**src/rtl/arp_tx_pkg.sv**
```systemverilog
// Shared ARP/Ethernet constants, FSM state type and payload byte selection for the ARP TX path.
package arp_tx_pkg;

  localparam logic [15:0] ARP_OP_REQ      = 16'd1;
  localparam logic [15:0] ARP_OP_REPLY    = 16'd2;
  localparam logic [15:0] ETH_TYPE_ARP    = 16'h0806;
  localparam logic [15:0] ARP_HTYPE       = 16'h0001;
  localparam logic [15:0] ARP_PTYPE       = 16'h0800;
  localparam int          ARP_LEN         = 28;
  localparam int          ETH_MIN_PAYLOAD = 46;
  localparam logic [47:0] MAC_BCAST       = 48'hFFFF_FFFF_FFFF;

  typedef enum logic {ST_IDLE, ST_SEND} arp_state_e;

  typedef struct packed {
    logic [15:0] oper;
    logic [47:0] sha;
    logic [31:0] spa;
    logic [47:0] tha;
    logic [31:0] tpa;
  } arp_fields_t;

  // Byte idx of the big-endian ARP payload; indices past the 28-byte body shift out to zero padding.
  function automatic logic [7:0] arp_byte(arp_fields_t f, logic [5:0] idx);
    logic [223:0] hdr;
    logic [223:0] sh;
    hdr = {ARP_HTYPE, ARP_PTYPE, 8'd6, 8'd4, f};
    sh  = hdr << {idx, 3'b000};
    return sh[223:216];
  endfunction

endpackage

```
**src/rtl/arp_tx_if.sv**
```systemverilog
// Byte-stream link from the ARP TX block toward the MAC TX layer.
interface arp_tx_if;
  logic [7:0]  mac_data;
  logic        mac_valid;
  logic        mac_last;
  logic [47:0] mac_dst_mac;
  logic [15:0] mac_type;
  logic        mac_ready;

  modport master (output mac_data, mac_valid, mac_last, mac_dst_mac, mac_type,
                  input  mac_ready);
  modport slave  (input  mac_data, mac_valid, mac_last, mac_dst_mac, mac_type,
                  output mac_ready);
endinterface

```
**src/rtl/arp_tx.sv**
```systemverilog
// ARP request/reply transmitter: pending flags, start-of-frame field snapshot and a byte counter
// feeding a registered field mux, one payload byte per clock toward the MAC.
module arp_tx
  import arp_tx_pkg::*;
#(
  parameter logic [31:0] P_SRC_IP  = 32'hC0A8_0A01,
  parameter logic [47:0] P_SRC_MAC = 48'h0,
  parameter bit          P_PAD_EN  = 1'b1
) (
  input  logic        i_clk,
  input  logic        i_rst,
  input  logic [31:0] i_src_ip,
  input  logic        i_src_ip_valid,
  input  logic [47:0] i_src_mac,
  input  logic        i_src_mac_valid,
  input  logic        i_trig_reply,
  input  logic [47:0] i_dst_mac,
  input  logic [31:0] i_dst_ip,
  input  logic        i_req_valid,
  input  logic [31:0] i_req_ip,
  arp_tx_if.master    mac,
  output logic        o_busy
);

  localparam int         FRAME_LEN = P_PAD_EN ? ETH_MIN_PAYLOAD : ARP_LEN;
  localparam logic [5:0] LAST_IDX  = 6'(FRAME_LEN - 1);

  arp_state_e  state_q, state_d;
  logic [5:0]  cnt_q, cnt_d;
  logic        rep_pend_q, rep_pend_d, req_pend_q, req_pend_d;
  logic [47:0] rep_mac_q, rep_mac_d;
  logic [31:0] rep_ip_q, rep_ip_d, req_ip_q, req_ip_d;
  logic [31:0] src_ip_q, src_ip_d;
  logic [47:0] src_mac_q, src_mac_d;
  arp_fields_t frm_q, frm_d;
  logic [47:0] frm_dst_q, frm_dst_d;
  logic [7:0]  data_q, data_d;
  logic        valid_q, valid_d, last_q, last_d;
  logic [47:0] dst_mac_q, dst_mac_d;
  logic [15:0] type_q, type_d;
  logic        take_rep, take_req;

  always_comb begin
    state_d   = state_q;
    cnt_d     = cnt_q;
    frm_d     = frm_q;
    frm_dst_d = frm_dst_q;
    src_ip_d  = i_src_ip_valid  ? i_src_ip  : src_ip_q;
    src_mac_d = i_src_mac_valid ? i_src_mac : src_mac_q;
    data_d    = 8'h00;
    valid_d   = 1'b0;
    last_d    = 1'b0;
    dst_mac_d = 48'h0;
    type_d    = 16'h0;
    take_rep  = 1'b0;
    take_req  = 1'b0;

    unique case (state_q)
      ST_IDLE: begin
        // Reply wins; the whole frame is frozen here so later address loads cannot tear it.
        if ((rep_pend_q || req_pend_q) && mac.mac_ready) begin
          state_d = ST_SEND;
          cnt_d   = 6'd0;
          if (rep_pend_q) begin
            take_rep  = 1'b1;
            frm_d     = '{ARP_OP_REPLY, src_mac_q, src_ip_q, rep_mac_q, rep_ip_q};
            frm_dst_d = rep_mac_q;
          end else begin
            take_req  = 1'b1;
            frm_d     = '{ARP_OP_REQ, src_mac_q, src_ip_q, 48'h0, req_ip_q};
            frm_dst_d = MAC_BCAST;
          end
        end
      end
      ST_SEND: begin
        valid_d   = 1'b1;
        data_d    = arp_byte(frm_q, cnt_q);
        dst_mac_d = frm_dst_q;
        type_d    = ETH_TYPE_ARP;
        cnt_d     = cnt_q + 6'd1;
        if (cnt_q == LAST_IDX) begin
          last_d  = 1'b1;
          state_d = ST_IDLE;
        end
      end
      default: state_d = ST_IDLE;
    endcase

    // A trigger coinciding with consumption keeps the flag set so a fresh frame follows.
    rep_pend_d = i_trig_reply || (rep_pend_q && !take_rep);
    req_pend_d = i_req_valid  || (req_pend_q && !take_req);
    rep_mac_d  = i_trig_reply ? i_dst_mac : rep_mac_q;
    rep_ip_d   = i_trig_reply ? i_dst_ip  : rep_ip_q;
    req_ip_d   = i_req_valid  ? i_req_ip  : req_ip_q;
  end

  always_ff @(posedge i_clk) begin
    if (i_rst) begin
      state_q    <= ST_IDLE;
      cnt_q      <= 6'd0;
      rep_pend_q <= 1'b0;
      req_pend_q <= 1'b0;
      src_ip_q   <= P_SRC_IP;
      src_mac_q  <= P_SRC_MAC;
      data_q     <= 8'h00;
      valid_q    <= 1'b0;
      last_q     <= 1'b0;
      dst_mac_q  <= 48'h0;
      type_q     <= 16'h0;
    end else begin
      state_q    <= state_d;
      cnt_q      <= cnt_d;
      rep_pend_q <= rep_pend_d;
      req_pend_q <= req_pend_d;
      src_ip_q   <= src_ip_d;
      src_mac_q  <= src_mac_d;
      data_q     <= data_d;
      valid_q    <= valid_d;
      last_q     <= last_d;
      dst_mac_q  <= dst_mac_d;
      type_q     <= type_d;
    end
  end

  // Captured fields are only read under a flag or in SEND, so they need no reset.
  always_ff @(posedge i_clk) begin
    rep_mac_q <= rep_mac_d;
    rep_ip_q  <= rep_ip_d;
    req_ip_q  <= req_ip_d;
    frm_q     <= frm_d;
    frm_dst_q <= frm_dst_d;
  end

  assign mac.mac_data    = data_q;
  assign mac.mac_valid   = valid_q;
  assign mac.mac_last    = last_q;
  assign mac.mac_dst_mac = dst_mac_q;
  assign mac.mac_type    = type_q;
  assign o_busy          = rep_pend_q || req_pend_q || (state_q == ST_SEND);

endmodule

```
**src/flat_wrapper.sv**
```systemverilog
// flat-port wrapper written by rule: the top's interface ports become plain ports
module arp_tx_flat import arp_tx_pkg::*;
#(
  parameter logic [31:0] P_SRC_IP  = 32'hC0A8_0A01,
  parameter logic [47:0] P_SRC_MAC = 48'h0,
  parameter bit          P_PAD_EN  = 1'b1
)
  (i_clk, i_rst, i_src_ip, i_src_ip_valid, i_src_mac, i_src_mac_valid, i_trig_reply, i_dst_mac, i_dst_ip, i_req_valid, i_req_ip, o_busy, mac_mac_data, mac_mac_valid, mac_mac_last, mac_mac_dst_mac, mac_mac_type, mac_mac_ready);
  arp_tx_if mac_i ();
  input  logic i_clk;
  input  logic i_rst;
  input  logic [31:0] i_src_ip;
  input  logic i_src_ip_valid;
  input  logic [47:0] i_src_mac;
  input  logic i_src_mac_valid;
  input  logic i_trig_reply;
  input  logic [47:0] i_dst_mac;
  input  logic [31:0] i_dst_ip;
  input  logic i_req_valid;
  input  logic [31:0] i_req_ip;
  output logic o_busy;
  output wire logic [$bits(mac_i.mac_data)-1:0] mac_mac_data;
  output wire logic [$bits(mac_i.mac_valid)-1:0] mac_mac_valid;
  output wire logic [$bits(mac_i.mac_last)-1:0] mac_mac_last;
  output wire logic [$bits(mac_i.mac_dst_mac)-1:0] mac_mac_dst_mac;
  output wire logic [$bits(mac_i.mac_type)-1:0] mac_mac_type;
  input wire logic [$bits(mac_i.mac_ready)-1:0] mac_mac_ready;
  assign mac_mac_data = mac_i.mac_data;
  assign mac_mac_valid = mac_i.mac_valid;
  assign mac_mac_last = mac_i.mac_last;
  assign mac_mac_dst_mac = mac_i.mac_dst_mac;
  assign mac_mac_type = mac_i.mac_type;
  assign mac_i.mac_ready = mac_mac_ready;
  arp_tx #(.P_SRC_IP(P_SRC_IP), .P_SRC_MAC(P_SRC_MAC), .P_PAD_EN(P_PAD_EN)) u_core (.i_clk(i_clk), .i_rst(i_rst), .i_src_ip(i_src_ip), .i_src_ip_valid(i_src_ip_valid), .i_src_mac(i_src_mac), .i_src_mac_valid(i_src_mac_valid), .i_trig_reply(i_trig_reply), .i_dst_mac(i_dst_mac), .i_dst_ip(i_dst_ip), .i_req_valid(i_req_valid), .i_req_ip(i_req_ip), .mac(mac_i), .o_busy(o_busy));
endmodule
```
**config.mk**
```make
export PLATFORM = sky130hd
export DESIGN_NAME = arp_tx_flat
export DESIGN_NICKNAME = d
export VERILOG_FILES = /design/src/rtl/arp_tx_pkg.sv /design/src/rtl/arp_tx_if.sv /design/src/rtl/arp_tx.sv /design/src/flat_wrapper.sv
export SDC_FILE = /design/constraint.sdc
export NUM_CORES = 1
export LEC_CHECK = 0
export ABC_AREA = 1
export CORE_MARGIN = 1
export CORE_UTILIZATION = 50
export DETAILED_ROUTE_END_ITERATION = 7
export PLACE_DENSITY = 0.75
export SETUP_SLACK_MARGIN = 0.15
export SLEW_MARGIN = 30
export SYNTH_ARGS = -nofsm -noshare
export SYNTH_HDL_FRONTEND = slang
export SYNTH_SLANG_ARGS = --single-unit
```
**constraint.sdc**
```tcl
create_clock -name i_clk -period 37.9 [get_ports i_clk]
set_clock_uncertainty 0.1 [all_clocks]
set_input_delay 9.475 -clock i_clk [delete_from_list [all_inputs] [get_ports i_clk]]
set_output_delay 9.475 -clock i_clk [all_outputs]
set_load 0.005 [all_outputs]
```
[After elaboration in Yosys (flattened, before gate mapping)]
Cells that the tools add are included.
Widths: inputs -> output; s select.
Storage, ports and cells
  flip-flop bits (word level): 499
  input port bits: 199
  output and inout bits: 75
  word-level logic and storage cells: 51
Operators by class
  add/sub/neg operators: 1
  equal/unequal tests: 2
  shifts and indexed selects: 1
  muxes and demuxes: 15
  bitwise gates (word level): 1
  reduce and logical (&&, ||, !) cells: 11
Operators by type and width (number)
  $shl 209x9->224: 1
  $mux 162: 1
  $mux 12: 1
  $pmux 6 s2: 1
  $mux 1: 10
  $add 6x1->6 const B: 1
  $eq 6x6->1 const B: 1
  $mux 6: 1
  $logic_or 1x1->1: 4
  $logic_and 1x1->1: 3
  $logic_not 1->1: 2
  $ne 2x1->1 const B: 1
  $pmux 1 s2: 1
  $reduce_and 2->1: 1
  $reduce_or 2->1: 1
  $not 1->1: 1

[Longest topological paths before layout]
Gate-level depths: netlist of the first run.
  depth after elaboration: 7
  depth in mapped cells: 11
  mapped depth without buffers: 9

[Least setup slack after synthesis of the first run]
Ideal clock, no wire load.
  path kind: input to register
  start point: input mac_mac_ready
  end point: register u_core.req_pend_q
  setup time: 0.136 ns
  arrival time: 20.094 ns
  path slack: 17.570 ns
  stages: 5
  cells stage by stage: o21ai_0 > nor2_1 > inv_1 > o21ai_0 > a21oi_1
Between the ends
  word-level cells in the longest chain between the ends: 6
RTL lines
  from (decl): line flat_wrapper.sv:27  | input wire logic [$bits(mac_i.mac_ready)-1:0] mac_mac_ready;
  $logic_and 1x1->1: line arp_tx.sv:61  | if ((rep_pend_q || req_pend_q) && mac.mac_ready) begin
  $mux 1: line arp_tx.sv:61
  $mux 1: line arp_tx.sv:58  | unique case (state_q)
  $logic_not 1->1: line arp_tx.sv:91  | req_pend_d = i_req_valid || (req_pend_q && !take_req);
  $logic_and 1x1->1: line arp_tx.sv:91
  $logic_or 1x1->1: line arp_tx.sv:91
  to (signal assigned): line arp_tx.sv:114  | req_pend_q <= req_pend_d;
  to (decl): line arp_tx.sv:30  | logic rep_pend_q, rep_pend_d, req_pend_q, req_pend_d;
No other way between the ends.
A chain may end at the register's enable or synchronous reset.

[Worst setup path after layout of the first run]
Same ends and word-level chain as after synthesis.

==> results of run 1 <==
per-stage QoR:
step / setup WS, ns / hold WS (ns) / cells / total power [mW] / cell area [sq um]
after floorplan: 17.57 / 0.3029 / 1625 / 0.6646 / 17500
after global routing: 25.74 / 0.3264 / 2339 / 1.181 / 21750
final: 26.09 / 0.3232 / 2339 / 1.139 / 21750
after detailed placement: 25.49 / 0.3092 / 2259 / 0.7066 / 20250
after global placement: 25.51 / 0.3082 / 2259 / 0.7033 / 20250
after CTS: 26.04 / 0.3235 / 2338 / 1.147 / 21720
cell usage in the layout (no fill, tap or decap), types with 47 or more instances in the layout:
cell type	synthesis	layout
nor2_1	272	271
dfxtp_1	147	145
edfxtp_1	322	322
clkdlybuf4s50_1	0	259
clkbuf_16	0	47
nand3_1	59	59
inv_1	170	167
nand2_1	388	388
o21ai_0	102	102
kinds of logic (layout without fill, tap and decap cells):
| family | after synthesis | in the layout | synth area share [%] |
|---|---|---|---|
| AO/OA/AOI/OAI | 140 | 140 | 4.301 |
| adder cells (fa/ha/maj) | 3 | 3 | 0.2151 |
| buffers and inverters | 268 | 527 | 6.774 |
| flip-flops | 469 | 469 | 72.25 |
| other | 1 | 13 | 0.02148 |
| AND/OR/NAND/NOR | 732 | 732 | 16.44 |
how the worst max path moves through the flow:
stage / from / end / slack [ns]
floorplan: mac_mac_ready / u_core.req_pend_q / 17.57
global placement: mac_mac_ready / u_core.req_pend_q / 25.51
detailed placement: mac_mac_ready / u_core.req_pend_q / 25.49
CTS: mac_mac_ready / u_core.req_pend_q / 26.04
global route: mac_mac_ready / u_core.req_pend_q / 25.74
finish: mac_mac_ready / u_core.req_pend_q / 26.09
where the power goes:
group | leakage (nW) | switching, mW | total [mW] | internal [mW]
sequential | 4.28 | 0.0137 | 0.604 | 0.590
combinational | 4.07 | 0.0537 | 0.0924 | 0.0387
clock | 0.712 | 0.180 | 0.443 | 0.263
total | 9.06 | 0.248 | 1.14 | 0.891
final cells by class:
type                    instances  area (sq um)  share of cell area (%)
clock inverters                15         186.4                  0.8571
flip-flops and latches        469         12620                   58.02
clock buffers                  64          1280                   5.884
well taps                     455         569.3                   2.617
repair buffers                273          2721                   12.51
inverters                     175         661.9                   3.043
multi-input cells             888          3714                   17.07
sequential cells by signal, summed over array words and instances (netlist names):
name                    flops
u_core.cnt_q                6
u_core.frm_dst_q           48
u_core.frm_q              162
u_core.mac.mac_data         8
u_core.mac.mac_dst_mac     48
u_core.mac.mac_last         1
u_core.mac.mac_type         1
u_core.rep_ip_q            32
u_core.rep_mac_q           48
u_core.rep_pend_q           1
u_core.req_ip_q            32
u_core.req_pend_q           1
u_core.src_ip_q            32
u_core.src_mac_q           48
u_core.state_q              1
routing by layer:
layer  routed length [um]  vias up  global-route usage [%]
met5                   36        -                       0
met4                 1179        6                   8.002
met3                 2783       83                   3.800
met2                17890      432                   34.43
met1                15510     5378                   28.27
li1                     -     5651                       -
critical path: cells and delay by family:
| kind | cells | cell delay, ns |
|---|---|---|
| AO/OA/AOI/OAI | 3 | 0.46 |
| AND/OR/NAND/NOR | 1 | 0.13 |
| buffers and inverters | 4 | 2.02 |
==> flow_summary.toml, run 1 <==
[status]
status = "finished clean"

[worst_setup_path]
cp_slowest_cell = "buf_4"
r2r-start = "u_core.rep_pend_q"
path_cells = "clkdlybuf4s50_1, o21ai_0, nor2_4, buf_4, buf_4, inv_1, o21ai_0, a21oi_1"
r2r_cells = 7
r2r_end = "u_core.req_pend_q"
max_stage_delay_ns = 0.77
arrival_ns = 12.12
cp-start-kind = "input port"
cp.required_ns = 38.20
endpoint_kind = "flop"
path_max_fanout = 67
r2r_setup_slack_ns = 34.81
path_class = "in2reg"

[route]
first_pass_iters = 5
drt_wl_total_um = 37410
drtAntennaViolNets = 0
vias = 11550
drc = 0
routed_via_density = 4.938
wire_per_inst_um = 15.99
drtIter0Drc = 969

[run]
maxCapViolations = 0

[synth]
async_flop_share_pct = 0
synth_top_area_share_pct = 55.39
yosys_warnings = 0
synth_area_per_cell_sq_um = 10.82
synth_ff_type = "edfxtp_1"
synth_seq_cells = 469
netlist_area_sq_um = 17460
synth_cell_types = 30
synth-seq-area-share_pct = 72.25
synth_most_common_cell = "nand2_1"
synth.area.top_cells = "edfxtp_1, dfxtp_1, nand2_1"
synth.largest_area_cell = "edfxtp_1"
synth_edf_count = 322
netlist_top_cells_count = "nand2_1, edfxtp_1, nor2_1, inv_1, dfxtp_1"
postSynthCellCount = 1613

[clocking]
cts_num_sinks = 469
cts_buffer_depth = 3
cts_tree = "yes"
ctsHoldBuffers = 0
htree_levels = 2
ctsResizeCount = 0
clock_latency_ns = 0.53
cts_made_buffers = 45
post_cts_buffers = 0
cts_root_buffer = "clkbuf_16"
path_clk_slew_ns = 0.06

[cells_and_area]
fin_nets = 2054
fillCellCount = 2688
postLayoutCoreUtil_pct = 63.13
insertedDiodeCount = 0
area_delta_synth_final_pct = 24.61
drive_gt1_share_pct = 5.308

[sta]
slew_viol_final = 0
hold_viol_final = 0
tns_ns = 0
worst_pin_slew_ns = 0.9069
relSlewSlack_pct = 39.16
setup_viol = 0
min_period_ns = 11.81
period_share_pct = 31.16
max_freq_ghz = 0.08467
rsz0062_at_grt = "false"

[grt]
antenna_found_initial = 3
grt_overflow_total = 0
gr-usage-all-layers_pct = 21.13
grt_max_degree = 99
first_global_vias = 11110
grt_first_pass_wirelength_um = 58100

[power_and_ir_drop]
power.leakage_nw = 9.058
powerDensity_nw_per_um2 = 52.36
peakVddDrop_uv = 32.25

[placement]
portBuffers = 260
dpl.hpwl_um = 25060
place_congestion = 0.9048

[worst_hold_path]
hp-class = "reg2reg"
whs_path_depth = 0
hold_end = "u_core.frm_q[105]"
hold_start = "u_core.src_ip_q[25]"

[floorplanning]
fp.dieH_um = 188.8
fp.dieW_um = 188.8
rows = 68
start_util_pct = 50.66
io_pins = 274
die_area_sq_um = 35660
core_sq_um = 34460
(Power assumes the default switching activity.)
==> run 2: changes to the inputs <==
Clock period 37.9 ns to 11.5 ns, I/O delays scaled along.
==> flow_summary.toml, run 2 (synthesis results as in run 1) <==
[clocking]
ctsHoldBuffers = 0
cts_root_buffer = "clkbuf_16"
cts_made_buffers = 46
cts_buffer_depth = 3
htree_levels = 2
cts_tree = "yes"
clock_latency_ns = 0.54
path_clk_slew_ns = 0.06
cts_num_sinks = 469
post_cts_buffers = 0
ctsResizeCount = 0

[worst_setup_path]
endpoint_kind = "flop"
r2r-start = "u_core.rep_pend_q"
cp.required_ns = 11.82
cp-start-kind = "input port"
crit_top_cell = "o21ai_0"
r2r_setup_slack_ns = 8.29
path_cells = "clkdlybuf4s50_1, o21ai_0, nor2_4, buf_4, buf_6, inv_1, o21ai_0, a21oi_1"
max_stage_delay_ns = 0.69
r2r_cells = 7
r2r_end = "u_core.req_pend_q"
crit_family = "buffers and inverters"
arrival_ns = 5.60
path_class = "in2reg"
path_max_fanout = 98
crit_cells = 8
critical_path_buf_inv_count = 4
cp_slowest_cell = "buf_6"

[route]
drc = 0
first_pass_iters = 5
drtAntennaViolNets = 0
wire_per_inst_um = 15.73
vias = 11430
drtIter0Drc = 908
routed_via_density = 4.873
drt_wl_total_um = 36880

[cells_and_area]
final_common_cell = "nand2_1"
fillCellCount = 2623
fin_nets = 2054
multi_input_area_sq_um = 3714
postLayoutCellArea_sq_um = 21660
drive_gt1_share_pct = 5.085
seqCellArea_sq_um = 12620
largest_reg_flops = 162
layout_common_cells = "nand2_1, edfxtp_1, nor2_1"
largest-register = "u_core.frm_q"
area_delta_synth_final_pct = 24.07
layoutNonFillerInstCount = 2345

[grt]
grt_max_degree = 99
antenna_found_initial = 3
busiest_layer = "met2"
grtUsageMet2_pct = 34.91
grt_first_pass_wirelength_um = 58200
gr-usage-all-layers_pct = 21.01
grt_overflow_total = 0
first_global_vias = 11150
grt_use_met3_pct = 5.159
use_met1_pct = 27.00

[sta]
whs_ns = 0.3225
hold_viol_final = 0
max_freq_ghz = 0.1895
period_share_pct = 45.89
relSlewSlack_pct = 34.18
min_period_ns = 5.277
setup_viol = 0
rsz0062_at_grt = "false"
tns_ns = 0
worst_pin_slew_ns = 0.9862
fin_ws_ns = 6.223
slew_viol_final = 0

[worst_hold_path]
hold_start = "u_core.src_ip_q[26]"
hp-class = "reg2reg"
hold_end = "u_core.frm_q[106]"
whs_path_depth = 0

[power_and_ir_drop]
internal_power_mw = 2.849
power.leakage_nw = 9.009
powerDensity_nw_per_um2 = 169.5
peakVddDrop_uv = 116.2
p_seq_share_pct = 54.1
clkPwrFrac_pct = 37.6
switching_share_pct = 22.39
p_switching_mw = 0.8221
combPwrFrac_pct = 8.3

[floorplanning]
start_util_pct = 50.66
die_area_sq_um = 35660
io_pins = 274
rows = 68
fp.dieH_um = 188.8
core_sq_um = 34460
fp.dieW_um = 188.8

[placement]
dp_cells = 2259
portBuffers = 260
place_congestion = 0.8775
pre_cts_ws_ns = 5.569
dpl_cell_area_sq_um = 20260
dpl.hpwl_um = 24340

[run]
maxCapViolations = 0

[status]
status = "finished clean"
==> run 2: changes by cell type in the layout (fill, tap and decap cells not counted) <==
| cell | delta |
|---|---|
| clkinv_1 | +7 |
| inv_6 | -1 |
| clkinv_4 | +3 |
| clkbuf_8 | -2 |
| clkbuf_16 | +1 |
| inv_4 | -1 |
| clkinv_2 | +1 |
| diode_2 | +2 |
| bufinv_16 | -4 |
| buf_16 | -1 |
| buf_4 | -1 |
| buf_6 | +1 |
| inv_1 | +1 |
==> run 2: per-layer routing <==
| metal | vias to the layer above | part of all wire [%] |
|---|---|---|
| met4 | 4 | 2.6 |
| met5 | - | 0.087 |
| met1 | 5292 | 41 |
| li1 | 5652 | - |
| met2 | 406 | 48 |
| met3 | 74 | 7.9 |
==> run 2: layout make-up <==
type / instances / share of cell area (%)
multi-input combinational: 888 / 17.15
clock buffer: 63 / 5.899
timing repair buffer: 272 / 12.46
inverter: 175 / 3.056
antenna: 2 / 0.02311
clock inverter: 21 / 0.5200
sequential: 469 / 58.27
tap: 455 / 2.629
==> run 2: worst max-delay path by stage <==
stage	endpoint	from	slack (ns)
final	u_core.req_pend_q	mac_mac_ready	6.22
after global routing	u_core.req_pend_q	mac_mac_ready	5.90
after CTS	u_core.req_pend_q	mac_mac_ready	6.11
after detailed placement	u_core.req_pend_q	mac_mac_ready	5.57
after global placement	u_core.req_pend_q	mac_mac_ready	5.29
after floorplan	u_core.req_pend_q	mac_mac_ready	1.68
==> run 2: power by group through the flow <==
stage / clock network, mW / logic (mW) / registers (mW)
after floorplan: 0 / 0.167 / 2.01
after global placement: 0 / 0.299 / 2.02
after detailed placement: 0 / 0.305 / 2.02
after CTS: 1.41 / 0.308 / 1.98
after global routing: 1.47 / 0.341 / 2.00
final: 1.38 / 0.304 / 1.98
==> run 2: per-stage QoR <==
step	power [mW]	util, %
floorplan	2.182	-
global placement	2.315	58.77
detailed placement	2.325	58.79
CTS	3.698	62.82
global route	3.810	62.84
finish	3.671	62.85
==> run 3: changes to the inputs <==
Settings changed: CORE_UTILIZATION 50 to 48.
Clock period 11.5 ns to 4.8 ns, I/O delays scaled along.
==> flow_summary.toml, run 3 (synthesis results as in run 1) <==
[clocking]
ctsHoldBuffers = 0
cts_root_buffer = "clkbuf_16"
ctsResizeCount = 0
clock_latency_ns = 0.56
cts_made_buffers = 47
cts_buffer_depth = 3
htree_levels = 2
path_clk_slew_ns = 0.06
cts_tree = "yes"
post_cts_buffers = 0
cts_num_sinks = 469

[worst_setup_path]
r2r-start = "u_core.cnt_q[1]"
max_stage_delay_ns = 0.65
r2r_end = "u_core.mac.mac_data[0]"
path_max_fanout = 43
path_class = "reg2out"
arrival_ns = 1.94
endpoint_kind = "primary output"
cp-start-kind = "flop"
r2r_setup_slack_ns = 2.01
critical_path_buf_inv_count = 1
r2r_cells = 8
cp_slowest_cell = "dfxtp_4"
cp.required_ns = 3.50
crit_family = "flip-flops"
path_cells = "nor2_1, nand2_1, clkdlybuf4s50_1"

[sta]
tns_ns = 0
hold_viol_final = 0
slew_viol_final = 0
period_share_pct = 67.45
worst_pin_slew_ns = 0.9862
setup_viol = 0
rsz0062_at_grt = "false"
fin_ws_ns = 1.562
relSlewSlack_pct = 34.25
max_freq_ghz = 0.3089
min_period_ns = 3.238

[cells_and_area]
seqCellArea_sq_um = 12620
area_delta_synth_final_pct = 25.53
multi_input_area_sq_um = 3725
layout_common_cells = "nand2_1, edfxtp_1, nor2_1"
largest_reg_flops = 162
drive_gt1_share_pct = 5.969
fillCellCount = 2856
final_common_cell = "nand2_1"
largest-register = "u_core.frm_q"
fin_nets = 2056

[grt]
grt_first_pass_wirelength_um = 60050
grt_overflow_total = 0
first_global_vias = 11410
grt_max_degree = 119
gr-usage-all-layers_pct = 21.30
antenna_found_initial = 1

[floorplanning]
io_pins = 274
fp.dieW_um = 192.7
core_sq_um = 35660
fp.dieH_um = 192.7
die_area_sq_um = 37130
start_util_pct = 48.96
rows = 69

[route]
drtAntennaViolNets = 0
routed_via_density = 4.930
vias = 11610
first_pass_iters = 7
drt_wl_total_um = 39080
wire_per_inst_um = 16.60
drtIter0Drc = 847
drc = 36

[power_and_ir_drop]
p_total_mw = 9.240
power.leakage_nw = 9.133
powerDensity_nw_per_um2 = 421.7
peakVddDrop_uv = 373.7

[run]
maxCapViolations = 0

[placement]
dpl.hpwl_um = 25750
portBuffers = 260
place_congestion = 0.8367
pre_cts_ws_ns = 1.483

[worst_hold_path]
hold_start = "u_core.src_mac_q[42]"
hp-class = "reg2reg"
whs_path_depth = 0
hold_end = "u_core.frm_q[154]"

[status]
status = "complete, but fails checks"
violations = "DRC"
run 3: changes by cell type in the layout (fill, tap and decap cells not counted), sizes merged:
cell,delta
buf,+1
bufinv,+3
clkbuf,+9
clkinv,-7
diode,-1
inv,-1
run 3: worst reg2reg max path, cell delays in order, from the launching register on:
cell	delay, ns
dfxtp_1	0.92
inv_1	0.72
ha_1	0.47
nand2_1	0.07
nand2_1	0.05
a21oi_1	0.15
nand3_1	0.09
nand2_1	0.07
nor2_1	0.05
run 3: metal layers:
metal,vias to the layer above,track usage (%),part of all wire (%)
met3,73,3.837,6.9
met4,0,7.268,2.8
met1,5477,28.14,42
li1,5658,-,-
met2,401,35.35,48
met5,-,0,0
run 3: stage by stage:
step	std cells	hold slack, ns	area, sq um	utilization, %
CTS	2354	0.3258	21900	61.43
global route	2355	0.3400	21910	61.46
finish	2355	0.3257	21910	61.46
floorplan	1625	0.3029	17520	-
global placement	2266	0.3083	20290	56.91
detailed placement	2266	0.3100	20290	56.91
run 3: worst max-delay path by stage:
stage / startpoint / end / slack [ns] / cells after the start
6_report: u_core.rep_pend_q / o_busy / 1.56 / 3
5_1_grt: u_core.rep_pend_q / o_busy / 1.47 / 3
4_1_cts: u_core.rep_pend_q / o_busy / 1.51 / 3
3_5_place_dp: mac_mac_ready / u_core.req_pend_q / 1.48 / 7
3_3_place_gp: mac_mac_ready / u_core.req_pend_q / 1.53 / 7
2_1_floorplan: mac_mac_ready / u_core.req_pend_q / -0.57 / 5
run 3: cell type report:
| type | instances | share of cell area, % |
|---|---|---|
| diodes | 1 | 0.01142 |
| clock buffers | 72 | 6.584 |
| clock inverters | 16 | 0.7823 |
| inverters | 175 | 3.015 |
| multi-input cells | 888 | 17.00 |
| flip-flops and latches | 469 | 57.59 |
| well taps | 461 | 2.632 |
| repair buffers | 273 | 12.39 |
run 3: power breakdown:
part / switching [mW] / internal (mW)
combinational: 0.436 / 0.306
sequential: 0.100 / 4.66
clock: 1.50 / 2.24
total: 2.04 / 7.20
